## src/rtl/axi_lite_wrr_scheduler.sv

```systemverilog
// Weighted round-robin arbiter granting one of N AXI-Lite masters access to a shared slave.
// A grant is held until the address handshake and the slave is owned until the response completes.
module axi_lite_wrr_scheduler #(
    parameter int N        = 4,
    parameter int WEIGHT_W = 4,
    localparam int ID_W    = $clog2(N)
) (
    input  logic                  clk,
    input  logic                  rst,
    input  logic [N-1:0]          req,
    input  logic [N*WEIGHT_W-1:0] weight,
    input  logic                  addr_hs,
    input  logic                  done,
    output logic [N-1:0]          grant,
    output logic [ID_W-1:0]       grant_idx,
    output logic                  busy,
    output logic [WEIGHT_W-1:0]   credit
);

    localparam logic [1:0] ST_IDLE  = 2'd0;
    localparam logic [1:0] ST_GRANT = 2'd1;
    localparam logic [1:0] ST_BUSY  = 2'd2;

    logic [1:0]      state;
    logic [ID_W-1:0] ptr;
    logic [ID_W-1:0] cand;
    logic            cand_vld;
    logic [ID_W-1:0] ptr_next;

    // A zero weight still earns one transaction per round.
    function automatic logic [WEIGHT_W-1:0] eff_weight(input logic [N*WEIGHT_W-1:0] w,
                                                       input logic [ID_W-1:0] i);
        logic [WEIGHT_W-1:0] v;
        v = w[i*WEIGHT_W +: WEIGHT_W];
        return (v == '0) ? WEIGHT_W'(1) : v;
    endfunction

    function automatic logic [N-1:0] onehot(input logic [ID_W-1:0] i);
        logic [N-1:0] v;
        v    = '0;
        v[i] = 1'b1;
        return v;
    endfunction

    // Scan downward so the requester closest to ptr (smallest offset) wins.
    always_comb begin
        cand     = '0;
        cand_vld = 1'b0;
        for (int k = N - 1; k >= 0; k--) begin
            if (req[(int'(ptr) + k) % N]) begin
                cand     = ID_W'((int'(ptr) + k) % N);
                cand_vld = 1'b1;
            end
        end
    end

    always_comb begin
        ptr_next = (grant_idx == ID_W'(N - 1)) ? '0 : grant_idx + 1'b1;
    end

    always_ff @(posedge clk) begin
        if (rst) begin
            state     <= ST_IDLE;
            grant     <= '0;
            grant_idx <= '0;
            busy      <= 1'b0;
            ptr       <= '0;
            credit    <= WEIGHT_W'(1);
        end else begin
            case (state)
                ST_IDLE: begin
                    if (cand_vld) begin
                        grant     <= onehot(cand);
                        grant_idx <= cand;
                        state     <= ST_GRANT;
                        if (cand != ptr) begin
                            ptr    <= cand;
                            credit <= eff_weight(weight, cand);
                        end
                    end
                end
                ST_GRANT: begin
                    if (addr_hs) begin
                        grant <= '0;
                        busy  <= 1'b1;
                        state <= ST_BUSY;
                        // Last credit spent: hand the pointer on and preload its budget.
                        if (credit <= WEIGHT_W'(1)) begin
                            ptr    <= ptr_next;
                            credit <= eff_weight(weight, ptr_next);
                        end else begin
                            credit <= credit - 1'b1;
                        end
                    end else if (!req[grant_idx]) begin
                        grant <= '0;
                        state <= ST_IDLE;
                    end
                end
                ST_BUSY: begin
                    if (done) begin
                        busy  <= 1'b0;
                        state <= ST_IDLE;
                    end
                end
                default: begin
                    state <= ST_IDLE;
                    grant <= '0;
                    busy  <= 1'b0;
                end
            endcase
        end
    end

endmodule

```

## config.mk

```make
export PLATFORM = sky130hd
export DESIGN_NAME = axi_lite_wrr_scheduler
export DESIGN_NICKNAME = d
export VERILOG_FILES = /design/src/rtl/axi_lite_wrr_scheduler.sv
export SDC_FILE = /design/constraint.sdc
export NUM_CORES = 1
export LEC_CHECK = 0
export CAP_MARGIN = 20
export CORE_AREA = 4 4 53 55
export CTS_CLUSTER_DIAMETER = 40
export DETAILED_ROUTE_END_ITERATION = 10
export DIE_AREA = 0 0 57 59
export PLACE_DENSITY = 0.8
export SYNTH_ARGS = -nofsm -noshare
export SYNTH_HDL_FRONTEND = slang
export SYNTH_SLANG_ARGS = --single-unit
```

## constraint.sdc

```tcl
create_clock -name clk -period 5.2 [get_ports clk]
set_input_delay 1.04 -clock clk [delete_from_list [all_inputs] [get_ports clk]]
set_output_delay 1.04 -clock clk [all_outputs]
set_load 0.005 [all_outputs]
```

* After elaboration in Yosys (flattened, before gate mapping) *
Cells that the tools add are included.

storage, ports and cells
  ROM bits = 0
  output and inout bits = 11
  bits in latches = 0
  word-level logic and storage cells = 98
  input port bits = 24
  flip-flop bits (word level) = 15
  memories = 0
  bits in writable memories = 0

cells by class
  bitwise operators = 5
  order comparisons = 8
  multipliers = 0
  equal/unequal tests = 10
  multiplexer cells = 48
  reductions and logical operators = 14
  shifts and indexed selects = 2
  $add $sub $neg = 5
  div/mod/pow operators = 0

operator list
  cell                                                                          number
  4-bit two-way mux                                                             9
  16-bit by 5-bit variable part select with 4-bit output                        2
  2-bit two-way mux                                                             13
  1-bit two-way mux                                                             15
  3-bit by 4-bit less-than comparator with 1-bit output, second input constant  3
  4-bit case mux with 3 select lines                                            1
  1-bit binary-select mux with 2-bit select                                     5
  2-bit inequality test, second input constant                                  5
  2-bit by 3-bit less-than comparator with 1-bit output, second input constant  3
  3-bit AND reduction                                                           3
  4-bit zero test                                                               2
  4-bit case mux with 2 select lines                                            1
  2-bit case mux with 3 select lines                                            1
  2-bit OR reduction                                                            3
  5-bit AND reduction                                                           1
  2-bit by 1-bit adder with 2-bit output, second input constant                 2
  2-bit adder, second input constant                                            2
  2-bit equality test, second input constant                                    2
  4-bit by 1-bit <= comparator with 1-bit output, second input constant         1
  2-bit case mux with 2 select lines                                            1
  4-bit AND reduction                                                           1
  4-bit by 1-bit subtractor with 4-bit output, second input constant            1
  1-bit AND, first input constant                                               3
  3-bit inequality test, second input constant                                  1
  10 further kinds                                                              11

* Depth between registers and ports, before layout *
Gate-level depths: netlist of run 1.

  word-level depth = 16
  depth in mapped cells = 8
  gate-level depth less buffers = 8

* Worst setup path before layout of run 1 *
OpenSTA, ideal clock, no wires.

  kind = input-to-reg
  start point = in req[2]
  end point = reg credit[1]
  cell stages on the path = 7
  slack = 2,716 ps
  data required time = 5,133 ps
  setup time = 67 ps
  buffers on the path = 0
  arrival time = 2,417 ps
  cells stage by stage = nor2b_1 -> a21boi_1 -> o32a_2 -> mux2i_1 -> mux2_2 -> a211o_1 -> a21oi_2

between the ends
  cells in the longest elaborated chain, start to end = 13
  elaborated cells on any way between the ends = 29
  classes of those cells = eq/ne: 3; shift: 1; mux: 23; reduce/logical: 2

ends and longest elaborated chain
  what                                                    RTL line  source
  start: declaration                                      10        input logic [N-1:0] req,
  1-bit binary-select mux with 2-bit select               50        if (req[(int'(ptr) + k) % N]) begin
  1-bit two-way mux (not written as such) (2 in series)   50
  2-bit two-way mux (4 in series)                         50
  16-bit by 5-bit variable part select with 4-bit output  34        v = w[i*WEIGHT_W +: WEIGHT_W];
  4-bit zero test                                         35        return (v == '0) ? WEIGHT_W'(1) : v;
  4-bit two-way mux                                       35
  4-bit two-way mux                                       76        if (cand != ptr) begin
  4-bit two-way mux                                       72        if (cand_vld) begin
  4-bit case mux with 2 select lines                      70        case (state)
  end signal: assignment                                  78        credit <= eff_weight(weight, cand);
  end signal: assignment                                  90        credit <= eff_weight(weight, ptr_next);
  end signal: assignment                                  92        credit <= credit - 1'b1;
  end: declaration                                        17        output logic [WEIGHT_W-1:0] credit

Several ways; a longest one is shown, not always the timed one. The select of a mux whose other input is x is not followed.
A chain may end at the register's enable or synchronous reset.

* Worst setup path after layout of run 1 *
  start point = in req[1]
  end point = reg credit[1]

The elaborated chain is that of the path after synthesis.

==> results of run 1 <==
## worst reg2reg max path: stages, from the launching register on
cell,delay (ns)
dfxtp_1,0.42
ha_1,0.47
mux4_2,0.57
a211oi_1,0.28
a211o_1,0.16
a21oi_2,0.05
## cell usage in the layout, fill, tap and decap left out, types with 2 or more instances in the layout
cell type	count
a211oi_1	2
a21oi_1	12
a21oi_2	2
a311oi_1	2
clkbuf_4	3
clkdlybuf4s50_1	34
dfxtp_1	15
ha_1	3
inv_1	5
mux2_2	2
mux2i_1	11
mux4_2	5
nand2_1	13
nand2b_1	2
nor2_1	17
nor2b_1	7
nor3_1	7
o21ai_0	4
o21ai_1	3
## where the power goes
group          switching [W]  internal [W]   total, W
clock network      0.0000414     0.0000286  0.0000700
registers          0.0000280      0.000136   0.000164
logic               0.000121      0.000136   0.000258
## Yosys cell counts (2+ instances only)
library cell  number  area share, %
mux4_2             5             10
o21ai_1            3            1.3
nor2b_1            7            3.9
nor3_1             7            3.1
inv_1              5            1.7
a211oi_1           2            1.3
mux2_2             2            2.0
a21oi_2            2            1.6
ha_1               3            3.3
a311oi_1           2            1.6
dfxtp_1           15             27
a21oi_1           12            5.3
mux2i_1           11            9.8
nor2_1            17            5.7
clkbuf_1           3            1.0
o21ai_0            4            1.8
nand2b_1           2            1.1
nand2_1           13            4.3
## flip-flops by register name (all words and copies together), names as in the netlist
register,count
state,2
grant_idx,2
credit,4
ptr,2
busy,1
grant,4
## stage by stage
stage / hold WS [ns] / util [%] / instances / power (W) / worst slack (ns)
after global routing: 0.4966 / 63.16 / 198 / 0.0005304 / 2.179
after CTS: 0.4619 / 63.16 / 198 / 0.0004934 / 2.261
after floorplan: 0.4420 / - / 135 / 0.0003371 / 2.716
final: 0.4580 / 63.16 / 198 / 0.0004914 / 2.240
after global placement: 0.4403 / 62.00 / 194 / 0.0004161 / 2.043
after detailed placement: 0.4485 / 62.00 / 194 / 0.0004237 / 1.952
## final cells by class
cell class | instances | area [sq um]
multi-input cells | 110 | 783.3
clock inverters | 1 | 5.005
flip-flops and latches | 15 | 300.3
fillers | 233 | 879.6
repair buffers | 34 | 340.3
inverters | 5 | 18.77
clock buffers | 3 | 22.52
well taps | 30 | 37.54
## cells by family after synthesis
family,after synthesis
and+or+nand+nor,51
AOI/OAI and AO/OA,36
muxes,19
DFF,15
buffers and inverters,10
adders and majority gates,3
xor gates and xnor gates,1
## worst paths after layout
path / from / to / slack [ns] / cells past startpoint
worst min register to register: grant[1] / grant[1] / 0.46 / 2
worst max-delay path: req[1] / credit[1] / 2.24 / 8
worst min-delay path: grant[1] / grant[1] / 0.46 / 2
worst max register to register: grant_idx[0] / credit[1] / 3.12 / 5
## layer usage
layer / up-vias / GRT usage, %
met3: 4 / 3.922
met4: 0 / 7.616
li1: 564 / -
met1: 535 / 21.13
met2: 52 / 33.12
met5: - / 0
==> metrics.cfg, run 1 <==
[drt]
route.detailed.drc=0
wl_met1_um=1169
wl_met2_um=1429
wirelength_um=2841
routed_wire_length_per_instance_um=14.35
ant_nets=0
vias=1155
drtIter0Drc=27
dr.max_layer_used=met4
met3_wirelength_um=210
drt-pass1-iter-count=4
routed_via_density=5.833

[worst_setup_path]
crit_path_end_kind=flop
path_class=in -> reg
worstPathRequired_ns=5.42
cpPeakStageDelay_ns=0.57
cp.arrival_ns=3.18
slowest_stage=clkdlybuf4s50_1
crit_fanout=13
cp_num_buf_inv=1
crit_family=compound AO/OA/AOI/OAI gates
cp-start-kind=primary input
crit_chain=clkdlybuf4s50_1, nor2b_1, a21boi_1, o32a_2, mux2i_1, mux2_2, a211o_1, a21oi_2

[clocking]
cts_buffers=3
cts_hold_buf=0
h-tree-depth=1
root_buffer=clkbuf_4
cts_tree=done
cts_buffer_depth=2
clock-sinks=15
cts_resized=0
post_cts_buffers=0
clk_latency_ns=0.29
clkTransAtPathRegs_ns=0.09

[global_route]
grt_max_degree=15
grt_pass1_wl_um=4940
grtUsageTotal_pct=18.39
antenna_found_initial=0
grt_pass1_vias=1169
overflow=0

[logic_synthesis]
synth_compound_area_share_pct=21.36
yosys.cell_types.count=38
synthesis.nets=162
synth-simple-area-share_pct=21.36
synthArstFlopShare_pct=0
ys_ff_latch=15
syn_area_sq_mm=0.001125
synth_edf_count=0
avgSynthCellArea_sq_um=8.332
synth_xor_xnor_area_share_pct=0.7786
yosys_warnings=0
synth_top_family_by_area=multiplexers
netlist_instances=135
yosysSeqAreaShare_pct=26.70
synth.mux.area_fraction_pct=22.80
synthFlopType=dfxtp_1
synth-adder-area-share_pct=3.337

[hold_path]
min_path_type=reg -> reg

[timing]
worstMarginPinSlew_ns=0.6897
slew-limit-headroom_pct=53.67
hold_viol_final=0
tns_ns=0
min_period_over_period_pct=56.92
rsz0062_at_grt=no
setup_viol=0
skew_ns=0.006289
fmax_ghz=0.3378
period_needed_ns=2.960
slew_violations=0

[die]
start_util_pct=47.12
dieArea_sq_mm=0.003363
pin_count=35
fp.dieH_um=59
core_sq_mm=0.002387
row_count=18
die_x_um=57

[finish]
layout.nets=196
drive_gt1_share_pct=9.524
num_antenna_cells=0
syn2layout_area_growth_pct=34.04
finalInstanceArea_sq_mm=0.001508

[placed_design]
port_buffers=34
place_congestion=0.8566
place_hpwl_um=2326
placed_cell_area_sq_mm=0.001480

[flow_run]
drv_cap=0

[power_and_ir_drop]
irDropWorstVdd_mv=0.1773
p_leak_nw=0.5706
cellPowerDensity_mw_per_mm2=325.9

[status]
status=finished clean

No activity file was read; power rests on OpenSTA's default activity.
==> run 2, diff against run 1 <==
--- a/config.mk
+++ b/config.mk
@@ -6,11 +6,11 @@
 export NUM_CORES = 1
 export LEC_CHECK = 0
 export CAP_MARGIN = 20
-export CORE_AREA = 4 4 53 55
+export CORE_AREA = 4 4 55 57
 export CTS_CLUSTER_DIAMETER = 40
 export DETAILED_ROUTE_END_ITERATION = 10
-export DIE_AREA = 0 0 57 59
-export PLACE_DENSITY = 0.8
+export DIE_AREA = 0 0 59 61
+export PLACE_DENSITY = 0.74
 export SYNTH_ARGS = -nofsm -noshare
 export SYNTH_HDL_FRONTEND = slang
 export SYNTH_SLANG_ARGS = --single-unit
==> constraint.sdc (replaced) <==
create_clock -name clk -period 2.75 [get_ports clk]
set_input_delay 0.55 -clock clk [delete_from_list [all_inputs] [get_ports clk]]
set_output_delay 0.55 -clock clk [all_outputs]
set_load 0.005 [all_outputs]
==> run 2 against run 1 <==
  * Worst setup slack worse by 2.0 ns
  * Sequential power is 88% higher
  * Non-clock buffer count is 3 higher
  * Critical path depth stayed put
  * Global-route usage is 0.96 points lower
  * Combinational power is 97% higher
  * Flip-flop and latch count stayed put
  * Cell count is 1.5% higher
  * Critical endpoint unchanged
  * Largest cell class unchanged
  * Largest power group unchanged
==> metrics.cfg, run 2 (same netlist as run 1, synthesis figures left out) <==
[status]
status=finished clean  ; unchanged

[clocking]
cts_buffers=3  ; unchanged
clock-sinks=15  ; unchanged
clk_latency_ns=0.28  ; was 0.29 ns
root_buffer=clkbuf_4  ; unchanged
cts_hold_buf=0  ; unchanged
post_cts_buffers=0  ; unchanged
cts_resized=0  ; unchanged
h-tree-depth=1  ; unchanged
cts_tree=done  ; unchanged
clkTransAtPathRegs_ns=0.09  ; about the same
cts_buffer_depth=2  ; unchanged

[finish]
syn2layout_area_growth_pct=36.04  ; was 34.04%
final_cell_mix=34 x clkdlybuf4s50_1, 17 x nor2_1, 15 x dfxtp_1, 13 x nand2_1, 12 x a21oi_1  ; unchanged
num_antenna_cells=0  ; unchanged
largestRegisters=credit: 4 flops, grant: 4 flops  ; unchanged
layout_commonest_cell=clkdlybuf4s50_1  ; unchanged
drive_gt1_share_pct=11.11  ; was 9.524%
stdcell_count=201  ; was 198
finalInstanceArea_sq_mm=0.001530  ; was 0.001508 sq mm
layout.nets=199  ; was 196

[die]
die_x_um=59  ; was 57 um
pin_count=35  ; unchanged
dieArea_sq_mm=0.003599  ; was 0.003363 sq mm
fp.dieH_um=61  ; was 59 um
row_count=18  ; unchanged
start_util_pct=45.40  ; was 47.12%
core_sq_mm=0.002477  ; was 0.002387 sq mm

[drt]
ant_nets=0  ; unchanged
route.detailed.drc=0  ; unchanged
wirelength_um=2818  ; was 2841 um
vias=1110  ; was 1,155
routed_wire_length_per_instance_um=14.02  ; was 14.35 um
routed_via_density=5.522  ; was 5.833
drt-pass1-iter-count=4  ; unchanged
drtIter0Drc=29  ; was 27

[worst_setup_path]
worstPathRequired_ns=2.96  ; was 5.42 ns
cp-start-kind=primary input  ; unchanged
cpPeakStageDelay_ns=0.58  ; was 0.57 ns
slowest_stage=clkdlybuf4s50_1  ; unchanged
crit_family=compound AO/OA/AOI/OAI gates  ; unchanged
path_class=in -> reg  ; unchanged
crit_path_end_kind=flop  ; unchanged
crit_fanout=9  ; was 13
cp_num_buf_inv=1  ; unchanged
cp.arrival_ns=2.68  ; was 3.18 ns
crit_chain=clkdlybuf4s50_1, nor2b_1, a21boi_1, o32a_2, mux2i_1, mux2_2, a211o_1, a21oi_2  ; unchanged

[flow_run]
drv_cap=0  ; unchanged

[power_and_ir_drop]
p_leak_nw=0.5853  ; was 0.5706 nW
irDropWorstVdd_mv=0.3260  ; was 0.1773 mV
cellPowerDensity_mw_per_mm2=614.8  ; was 325.9 mW/mm^2
power.total_w=0.0009407  ; was 0.0004914 W

[hold_path]
min_path_type=reg -> reg  ; unchanged

[global_route]
overflow=0  ; unchanged
grt_pass1_wl_um=4816  ; was 4940 um
grt_max_degree=15  ; unchanged
grtUsageTotal_pct=17.43  ; was 18.39%
antenna_found_initial=0  ; unchanged
grt_pass1_vias=1092  ; was 1,169

[placed_design]
place_congestion=0.8310  ; was 0.8566
placed_cell_area_sq_mm=0.001503  ; was 0.001480 sq mm
port_buffers=34  ; unchanged
place_hpwl_um=2313  ; was 2326 um
dp_cells=197  ; was 194

[timing]
rsz0062_at_grt=no  ; unchanged
slew_violations=0  ; unchanged
setup_viol=0  ; unchanged
tns_ns=0  ; unchanged
min_period_over_period_pct=89.71
period_needed_ns=2.467
worstMarginPinSlew_ns=0.5440  ; was 0.6897 ns
holdWs_ns=0.4567  ; was 0.4580 ns
fmax_ghz=0.4053
skew_ns=0.001213  ; was 0.006289 ns
hold_viol_final=0  ; unchanged
slew-limit-headroom_pct=63.62  ; was 53.67%

-- run 2: final cells by class --
type,count,area (sq um)
Fill cell,224,947.2
Multi-Input combinational cell,110,783.3
Timing Repair Buffer,37,362.8
Sequential cell,15,300.3
Tap cell,30,37.54
Clock buffer,3,22.52
Inverter,5,18.77
Clock inverter,1,5.005
-- run 2: power breakdown --
group	internal [W]	total, W	switching [W]	leakage [nW]
Clock	0.0000539	0.000125	0.0000713	0.0177
Sequential	0.000257	0.000308	0.0000516	0.123
Combinational	0.000274	0.000507	0.000234	0.444
-- run 2: through the flow --
stage	util (%)	setup slack, ns
2_1_floorplan	-	0.7559
3_3_place_gp	60.66	0.09606
3_5_place_dp	60.66	0.007565
4_1_cts	61.77	0.3108
5_1_grt	61.77	0.2049
6_report	61.77	0.2830
-- run 2: worst reg2reg max path, cell delays in order (launching register included) --
cell,delay [ns]
dfxtp_1,0.42
ha_1,0.49
mux4_2,0.58
a211oi_1,0.26
a211o_1,0.16
a21oi_2,0.05
-- run 2: final timing paths --
kind | startpoint | endpoint | slack (ns) | cells after the start
max | req[1] | credit[1] | 0.28 | 8
min | grant[1] | grant[1] | 0.46 | 2
min reg2reg | grant[1] | grant[1] | 0.46 | 2
max reg2reg | grant_idx[0] | credit[1] | 0.67 | 5
-- run 2: routing by layer --
layer / track usage (%) / part of all wire (%) / vias up
met2: 31.70 / 48 / 38
met3: 2.553 / 7.1 / 2
met1: 21.36 / 44 / 496
met4: 4.854 / 0.67 / 0
li1: - / - / 574
met5: 0 / 0 / -
